--- src/rtl/debounce_pkg.sv ---
// ---------------------------------------------------------------------------
// debounce_pkg
// Shared definitions for the multi-channel debouncer.
//   db_state_e    : per-channel debounce state encoding
//   MS_PER_TICK   : length of one prescaler tick in milliseconds
//   TICKS_PER_SEC : prescaler ticks per second (clock divider base)
//   max_int       : helper used when sizing the per-channel counter
// ---------------------------------------------------------------------------
package debounce_pkg;

  typedef enum logic [1:0] {
    STABLE0 = 2'b00,
    PEND1   = 2'b01,
    PEND0   = 2'b10,
    STABLE1 = 2'b11
  } db_state_e;

  localparam int MS_PER_TICK   = 1;
  localparam int TICKS_PER_SEC = 1000 / MS_PER_TICK;

  function automatic int max_int(input int a, input int b);
    return (a > b) ? a : b;
  endfunction

endpackage

--- src/rtl/debounce_channel.sv ---
// ---------------------------------------------------------------------------
// debounce_channel
// One debounce channel: 2-FF synchronizer, four-state settle FSM, tick
// counter and registered level/edge outputs.
// Optional feature macro: DEBOUNCE_LONGPRESS_EN (adds long_o / LONGPRESS_MS).
// Ports:
//   clk     : clock
//   rst_n   : synchronous active-low reset
//   sig_i   : raw asynchronous input
//   tick_i  : one-cycle pulse per millisecond from the shared prescaler
//   sig_o   : debounced level (registered)
//   rise_o  : one-cycle pulse when sig_o goes 0->1
//   fall_o  : one-cycle pulse when sig_o goes 1->0
//   long_o  : one-cycle pulse after LONGPRESS_MS ticks in STABLE1 (optional)
// ---------------------------------------------------------------------------
module debounce_channel
  import debounce_pkg::*;
#(
  parameter int DEBOUNCE_MS = 10,
  parameter int CW          = 4
`ifdef DEBOUNCE_LONGPRESS_EN
  ,
  parameter int LONGPRESS_MS = 1000
`endif
) (
  input  logic clk,
  input  logic rst_n,
  input  logic sig_i,
  input  logic tick_i,
  output logic sig_o,
  output logic rise_o,
  output logic fall_o
`ifdef DEBOUNCE_LONGPRESS_EN
  ,
  output logic long_o
`endif
);

  localparam logic [CW-1:0] DB_LAST = CW'(DEBOUNCE_MS - 1);
`ifdef DEBOUNCE_LONGPRESS_EN
  localparam logic [CW-1:0] LP_LAST = CW'(LONGPRESS_MS - 1);
  localparam logic [CW-1:0] LP_MAX  = CW'(LONGPRESS_MS);
`endif

  db_state_e       state_q, state_d;
  logic [CW-1:0]   cnt_q, cnt_d;
  logic            sync1_q, sync1_d;
  logic            sync2_q, sync2_d;
  logic            sig_q, sig_d;
  logic            rise_q, rise_d;
  logic            fall_q, fall_d;
`ifdef DEBOUNCE_LONGPRESS_EN
  logic            long_q, long_d;
`endif
  logic            s;

  // Next-state logic. A revert (s back to the old level) is checked before
  // the tick so that a revert and a tick in the same cycle resolve as revert.
  always_comb begin
    sync1_d = sig_i;
    sync2_d = sync1_q;
    s       = sync2_q;
    state_d = state_q;
    cnt_d   = cnt_q;
    sig_d   = sig_q;
    rise_d  = 1'b0;
    fall_d  = 1'b0;
`ifdef DEBOUNCE_LONGPRESS_EN
    long_d  = 1'b0;
`endif
    case (state_q)
      STABLE0: begin
        if (s) begin
          state_d = PEND1;
          cnt_d   = '0;
        end
      end
      STABLE1: begin
        if (!s) begin
          state_d = PEND0;
          cnt_d   = '0;
        end
`ifdef DEBOUNCE_LONGPRESS_EN
        // Hold counter saturates at LONGPRESS_MS so each press pulses once.
        else if (tick_i && (cnt_q != LP_MAX)) begin
          cnt_d = cnt_q + 1'b1;
          if (cnt_q == LP_LAST) begin
            long_d = 1'b1;
          end
        end
`endif
      end
      PEND1: begin
        if (!s) begin
          state_d = STABLE0;
          cnt_d   = '0;
        end else if (tick_i) begin
          if (cnt_q == DB_LAST) begin
            state_d = STABLE1;
            cnt_d   = '0;
            sig_d   = 1'b1;
            rise_d  = 1'b1;
          end else begin
            cnt_d = cnt_q + 1'b1;
          end
        end
      end
      PEND0: begin
        if (s) begin
          state_d = STABLE1;
          cnt_d   = '0;
        end else if (tick_i) begin
          if (cnt_q == DB_LAST) begin
            state_d = STABLE0;
            cnt_d   = '0;
            sig_d   = 1'b0;
            fall_d  = 1'b1;
          end else begin
            cnt_d = cnt_q + 1'b1;
          end
        end
      end
      default: begin
        state_d = STABLE0;
        cnt_d   = '0;
      end
    endcase
  end

  always_ff @(posedge clk) begin
    if (!rst_n) begin
      state_q <= STABLE0;
      cnt_q   <= '0;
      sync1_q <= 1'b0;
      sync2_q <= 1'b0;
      sig_q   <= 1'b0;
      rise_q  <= 1'b0;
      fall_q  <= 1'b0;
`ifdef DEBOUNCE_LONGPRESS_EN
      long_q  <= 1'b0;
`endif
    end else begin
      state_q <= state_d;
      cnt_q   <= cnt_d;
      sync1_q <= sync1_d;
      sync2_q <= sync2_d;
      sig_q   <= sig_d;
      rise_q  <= rise_d;
      fall_q  <= fall_d;
`ifdef DEBOUNCE_LONGPRESS_EN
      long_q  <= long_d;
`endif
    end
  end

  assign sig_o  = sig_q;
  assign rise_o = rise_q;
  assign fall_o = fall_q;
`ifdef DEBOUNCE_LONGPRESS_EN
  assign long_o = long_q;
`endif

endmodule

--- src/rtl/multi_debounce.sv ---
// ---------------------------------------------------------------------------
// multi_debounce
// N_CH independent debounce channels sharing one millisecond prescaler.
// Optional feature macro: DEBOUNCE_LONGPRESS_EN (adds long_o port).
// Ports:
//   clk    : clock (CLK_FREQ_HZ)
//   rst_n  : synchronous active-low reset
//   sig_i  : raw asynchronous inputs, one bit per channel
//   sig_o  : debounced levels
//   rise_o : one-cycle pulses on debounced 0->1
//   fall_o : one-cycle pulses on debounced 1->0
//   long_o : one-cycle long-press pulses (only with DEBOUNCE_LONGPRESS_EN)
// ---------------------------------------------------------------------------
module multi_debounce
  import debounce_pkg::*;
#(
  parameter int CLK_FREQ_HZ  = 100000000,
  parameter int N_CH         = 4,
  parameter int DEBOUNCE_MS  = 10,
  parameter int LONGPRESS_MS = 1000
) (
  input  logic            clk,
  input  logic            rst_n,
  input  logic [N_CH-1:0] sig_i,
  output logic [N_CH-1:0] sig_o,
  output logic [N_CH-1:0] rise_o,
  output logic [N_CH-1:0] fall_o
`ifdef DEBOUNCE_LONGPRESS_EN
  ,
  output logic [N_CH-1:0] long_o
`endif
);

  // Parameter sanity checks stop elaboration on illegal configurations.
  if (CLK_FREQ_HZ < 1000) begin : g_bad_clk
    $error("multi_debounce: CLK_FREQ_HZ must be at least 1000");
  end
  if (N_CH < 1) begin : g_bad_nch
    $error("multi_debounce: N_CH must be at least 1");
  end
  if (DEBOUNCE_MS < 1) begin : g_bad_db
    $error("multi_debounce: DEBOUNCE_MS must be at least 1");
  end
  if (LONGPRESS_MS < 1) begin : g_bad_lp
    $error("multi_debounce: LONGPRESS_MS must be greater than 0");
  end

  localparam int PRESC_N = CLK_FREQ_HZ / TICKS_PER_SEC;
  localparam int PW      = (PRESC_N > 1) ? $clog2(PRESC_N) : 1;
  localparam logic [PW-1:0] PRESC_LAST = PW'(PRESC_N - 1);

`ifdef DEBOUNCE_LONGPRESS_EN
  localparam int CNT_MAX = max_int(DEBOUNCE_MS, LONGPRESS_MS);
`else
  localparam int CNT_MAX = max_int(DEBOUNCE_MS, 1);
`endif
  localparam int CW = $clog2(CNT_MAX + 1);

  logic [PW-1:0] presc_q, presc_d;
  logic          tick;

  // Free-running millisecond prescaler; tick marks its terminal count.
  always_comb begin
    tick    = (presc_q == PRESC_LAST);
    presc_d = tick ? '0 : presc_q + 1'b1;
  end

  always_ff @(posedge clk) begin
    if (!rst_n) begin
      presc_q <= '0;
    end else begin
      presc_q <= presc_d;
    end
  end

  for (genvar i = 0; i < N_CH; i++) begin : g_ch
    debounce_channel #(
      .DEBOUNCE_MS (DEBOUNCE_MS),
      .CW          (CW)
`ifdef DEBOUNCE_LONGPRESS_EN
      ,
      .LONGPRESS_MS(LONGPRESS_MS)
`endif
    ) u_ch (
      .clk   (clk),
      .rst_n (rst_n),
      .sig_i (sig_i[i]),
      .tick_i(tick),
      .sig_o (sig_o[i]),
      .rise_o(rise_o[i]),
      .fall_o(fall_o[i])
`ifdef DEBOUNCE_LONGPRESS_EN
      ,
      .long_o(long_o[i])
`endif
    );
  end

endmodule
--- config.mk ---
export PLATFORM = sky130hd
export DESIGN_NAME = multi_debounce
export DESIGN_NICKNAME = d
export VERILOG_FILES = /design/src/rtl/debounce_pkg.sv /design/src/rtl/debounce_channel.sv /design/src/rtl/multi_debounce.sv
export SDC_FILE = /design/constraint.sdc
export NUM_CORES = 1
export LEC_CHECK = 0
export BUFFER_PORTS_ARGS = -buffer_cell sky130_fd_sc_hd__buf_2
export CORE_MARGIN = 5
export CORE_UTILIZATION = 28
export CTS_CLUSTER_SIZE = 24
export DETAILED_ROUTE_END_ITERATION = 12
export GPL_ROUTABILITY_DRIVEN = 1
export SYNTH_ARGS = -nofsm -noshare
export SYNTH_HDL_FRONTEND = slang
export SYNTH_SLANG_ARGS = --single-unit
--- constraint.sdc ---
create_clock -name clk -period 1.6 [get_ports clk]
set_input_delay 0.16 -clock clk [delete_from_list [all_inputs] [get_ports clk]]
set_output_delay 0.16 -clock clk [all_outputs]
set_load 0.01 [all_outputs]
## After elaboration in Yosys (flattened, before gate mapping)

Cells that the tools add are included.

- Multiplexer cells: 100
- Bitwise logic cells: 5
- Reduce and logical (&&, ||, !) cells: 29
- Equal/unequal tests: 65
- $add $sub $neg: 5

Operators by type and width:

| cell | count |
|---|---|
| $mux 4 | 24 |
| $mux 2 | 32 |
| $pmux 4 s4 | 4 |
| $ne 2x1->1 const B | 18 |
| $mux 1 | 32 |
| $pmux 2 s4 | 4 |
| $ne 2x2->1 const B | 14 |
| $reduce_and 7->1 | 4 |
| $reduce_and 6->1 | 4 |
| $ne 3x3->1 const B | 7 |
| $add 17x1->17 const B | 1 |
| $eq 17x17->1 const B | 1 |
| $add 4x1->4 const B | 4 |
| $eq 2x2->1 const B | 8 |
| $eq 4x4->1 const B | 4 |
| $ne 3x1->1 const B | 5 |
| $ne 3x2->1 const B | 4 |
| $reduce_and 3->1 | 4 |
| $reduce_or 3->1 | 4 |
| $eq 2x1->1 const B | 4 |
| $logic_not 2->1 | 4 |
| $pmux 1 s2 | 4 |
| $reduce_and 2->1 | 4 |
| $reduce_bool 2->1 | 4 |
| other kinds (2) | 6 |

- Logic and storage cells: 233
- Bits of input ports: 6
- Output and inout port bits: 12
- Bits in registers: 61

## Depth between registers and ports, before layout

- Depth in word-level cells: 5
- Mapped depth: 8
- Gate-level depth less buffers: 6

## Cells and area by module

From an unflattened synthesis, not the netlist that was laid out.

- Cell total of the unflattened synthesis: 348
- Area, all modules: 3228.1 µm²

By module, submodules not included:

| module | times used | cells an instance | area each (µm²) |
|---|---|---|---|
| debounce_channel | 4 | 66 | 610.6 |
| multi_debounce | 1 | 84 | 785.8 |

## Worst setup path before layout

No wires, ideal clock.

- Kind: register -> register
- Start: reg g_ch[0].u_ch.state_q[0]
- End: reg g_ch[0].u_ch.cnt_q[3]
- Slack: -0.160 ns
- Period minus slack after synthesis: 1.760 ns
- Arrival time: 1.689 ns
- Path buffers: 1
- Cell stages (with the launch flop): 7
- Cells stage by stage: dfxtp_1 inv_1 ha_1 clkbuf_1 o21ai_0 or4b_1 a21oi_1

- Longest elaborated chain between the ends: 3
- Elaborated cells on any way between the ends: 8

Ends and longest elaborated chain:

| element | line | source |
|---|---|---|
| from (decl) | debounce_channel.sv:45 | `db_state_e state_q, state_d;` |
| from (signal assigned) | debounce_channel.sv:143 | `state_q <= state_d;` |
| $eq 2x2->1 or $logic_not 2->1 (tied branches) | debounce_channel.sv:71 | `case (state_q)` |
| $ne 2x2->1 (no source line) or $ne 2x1->1 (tied branches) | - |  |
| $reduce_and 2->1 (no source line) | - |  |
| to (signal assigned) | debounce_channel.sv:144 | `cnt_q <= cnt_d;` |
| to (decl) | debounce_channel.sv:46 | `logic [CW-1:0] cnt_q, cnt_d;` |

Parallel ways exist; a longest one is shown, timed or not.
A chain may end at the register's enable or synchronous reset.

## Worst setup path in the final report

- Start: reg presc_q[13]
- End: reg g_ch[0].u_ch.cnt_q[2]

- Longest elaborated chain between the ends: 4
- Elaborated cells on any way between the ends: 5

Ends and longest elaborated chain:

| element | line | source |
|---|---|---|
| from (decl) | multi_debounce.sv:59 | `logic [PW-1:0] presc_q, presc_d;` |
| from (signal assigned) | multi_debounce.sv:72 | `presc_q <= presc_d;` |
| $eq 17x17->1 * | multi_debounce.sv:64 | `tick = (presc_q == PRESC_LAST);` |
| $mux 4 * | - |  |
| $mux 4, on equally long branches | - |  |
| $pmux 4 s4 * | - |  |

Mark *: on every way between the ends. The rest lies on a longest branch, timed or not.

==> impl_results.md <==
- Status: complete, but fails checks
- Failing checks: setup timing
- Layout cells sized above 1: a little over a third
- Most frequent CP cell: buf_4
- Setup Crit Path Kind: reg -> reg
- Ant. Diodes: 0
- Initial Util: roughly 28%
- Syn Nets: approximately 410
- Sequential-to-total area share from yosys stat: around 36%
- Crit-path leading delay family: compound AO/OA/AOI/OAI gates
- Crit end category: register
- Clk_skew: slightly above 8 ps
- Synthesis-to-finish area growth: 36.5%
- Die Wd: about 120 microns
- Die area: 14300 sq um
- CTS tree: yes
- Class of the worst hold path: in -> reg
- Main area contributors after synthesis: dfxtp_1 36%, ha_1 10%, mux2i_1 4.4%
- CP arrival: between 1500 and 2000 ps
- Design area: ~4600 sq um
- Vias in the first global route: about 3000
- Hold_buf cts: 0
- Dpl ws: -202 ps
- Min cycle time layout: 1710 ps
- Slowest Stage Delay on Critical Path: roughly 330 ps
- Cts bufs inserted: 9
- Nets: 475
- I/O Buffers: 17
- Clock Sink Count: 61
- Clock latency on the worst-skew pair: around 330 ps
- Drt pass-1 iters: 4
- Max Cap Viol: 0
- DR DRC count: 0
- Yosys cell types: 53
- GRT Overall Usage: 11.2%
- Slowest stage cell, crit path: dfxtp_2
- Power Dens Cells: around 980 nW/um^2
- Setup violations, final: 27
- Area of the mapped netlist: 3370 sq um
- Placeable core area: between 10000 and 15000 sq um
- GPL Wtd Cong: 0.818
- Fin cells: about 600
- Post-synthesis cell count: roughly 380
- Routed Antenna Nets: 0
- Initial antenna violation count: 0
- Post-Route WL: 8.21 mm
- Final Cycle Share: 107%
- Wire per inst: ~14 microns
- Placed instance area: slightly below 4000 sq um
- Clock transition at the registers of the reported paths: around 50 ps
- Worst VDD drop: 0.652 mV
- Chip height: around 120 microns
- Area share of the largest cell type after synthesis: 36.2%
- Via count: between 2000 and 3000
- Leak: between 1.5 and 2 nW
- Most common flop cell mapped by yosys: dfxtp_1
- Post-synth ARST share: 0%
- Syn Area/Cell: just under 9 sq um
- GRT overflow: 0
- Required time worst endpoint: approximately 1800 ps
- EDFF count, synth: 0
- Cell Chain, Critical Path: nor4b_4 -> buf_4 -> nand4_4 -> buf_4 -> o2111a_1 -> a41o_1
- Bufs on Longest Clock Path: 2
- Root Driver: clkbuf_16
- Final Hold Fails: 0
- Worst Tran Pin Value: around 390 ps
- Row cnt: 40
- Setup ws final: -107 ps
- Iteration-0 DRC Markers: 104
- Setup crit start kind: register
- Achievable Freq: ~590 MHz
- Ys Warns: 0
- First-pass GRT wire length: approximately 13 mm
- Post-DP HPWL: 5.55 mm
- Worst Path Max Fanout: 6
- Hold WS: around 39 ps
- Slew margin rel.: between 70% and 80%
- Area leader, netlist: dfxtp_1
- H-tree Lvls: 3
- Worst path bufs/invs: 2
- Post-Place Cells: 567
- Largest net degree at the start of global routing: 23
- RSZ-0062 raised after global routing: yes
- Io pins: 18
- Max Slew Vio Count: 0
- Vias/cell: 4.92
- Yosys reg bits: between 60 and 70
==> power breakdown <==
group | internal [W] | total, W | leakage [nW] | switching [W]
sequential | 0.00158 | 0.00163 | 0.497 | 0.0000528
clock | 0.00144 | 0.00212 | 0.163 | 0.000678
combinational | 0.000366 | 0.000759 | 1.18 | 0.000393
total | 0.00338 | 0.00451 | 1.84 | 0.00112
==> layout by cell type (no fill, tap or decap), types with 8 or more instances in the layout <==
master     instances
nand3_1           11
ha_1              23
dfxtp_1           55
inv_1             18
mux2i_1           15
a21oi_1           12
buf_2             17
and2_1            10
nand4_1           11
nor2_1            25
xor2_1            12
buf_6              8
o21ai_0           15
buf_4             56
clkbuf_16         10
nand2_1           30
==> final timing paths <==
| kind | from | endpoint | slack (ps) | cells after the start |
|---|---|---|---|---|
| worst min register to register | g_ch[0].u_ch.sync1_q | g_ch[0].u_ch.s | 440 | 1 |
| worst max-delay path | presc_q[13] | g_ch[0].u_ch.cnt_q[2] | -110 | 6 |
| worst max register to register | presc_q[13] | g_ch[0].u_ch.cnt_q[2] | -110 | 6 |
| worst min-delay path | sig_i[2] | g_ch[2].u_ch.sync1_q | 40 | 2 |
==> flip-flops by register name, summed over array words and instances (netlist names) <==
signal,flops
g_ch.u_ch.rise_o,4
g_ch.u_ch.sync1_q,4
g_ch.u_ch.cnt_q,16
g_ch.u_ch.fall_o,4
presc_q,17
g_ch.u_ch.state_q,8
g_ch.u_ch.s,4
g_ch.u_ch.sig_o,4
==> routing by layer <==
metal	routed length [microns]	vias to the layer above	part of all wire [%]	global-route usage [%]
li1	-	1469	-	-
met1	3610	1400	44	13.0
met2	4290	43	52	20.0
met3	173	9	2.1	2.26
met4	140	0	1.7	4.94
met5	0	-	0	0
==> timing repair <==
item                                    CTS  global route
gates resized for setup                  19            40
pin swaps                                11            13
endpoints found under the setup margin   36            49
cloned                                    1             1
setup buffers                             7             2
==> cell type report <==
type | instances | area [sq um]
inverters | 18 | 67.6
well taps | 147 | 184
clock buffers | 12 | 256
repair buffers | 83 | 641
fillers | 1149 | 7300
clock inverters | 4 | 70.1
flip-flops and latches | 61 | 1230
multi-input cells | 269 | 2160
==> per-stage QoR <==
stage | setup TNS (ps) | total power [W] | utilization (%)
floorplan | 0 | 0.00209 | -
global placement | -1930 | 0.00230 | 32.9
detailed placement | -4140 | 0.00232 | 32.9
CTS | -1130 | 0.00448 | 36.7
global route | -3700 | 0.00472 | 38.7
finish | -1170 | 0.00451 | 38.7
==> synth_stat cells, types with 3 or more instances <==
library cell,n
nand3_1,13
buf_4,12
a31o_2,3
and2_1,10
nor3b_1,4
or4_1,6
and4_1,6
and3_1,6
xor2_1,12
o21ai_0,17
mux2_2,5
a31oi_1,4
nand2_1,33
mux2i_1,15
buf_2,4
nor2_1,25
inv_1,18
clkbuf_1,13
ha_1,27
o22ai_1,3
or3_1,6
nor3_1,4
and3b_1,4
nand4_1,11
dfxtp_1,61
nand2b_1,4
a21oi_1,18
==> cell families (layout without fill, tap and decap cells) <==
| logic type | Yosys count | after routing | synth area share [%] |
|---|---|---|---|
| AOI/OAI and AO/OA | 61 | 61 | 11.6 |
| xor gates and xnor gates | 13 | 13 | 3.37 |
| muxes | 20 | 20 | 6.12 |
| adders and majority gates | 27 | 27 | 10.0 |
| buffers and inverters | 49 | 117 | 7.38 |
| DFF | 61 | 61 | 36.2 |
| and+or+nand+nor | 147 | 148 | 25.3 |
Note: power is estimated with default switching activity, not from simulation.
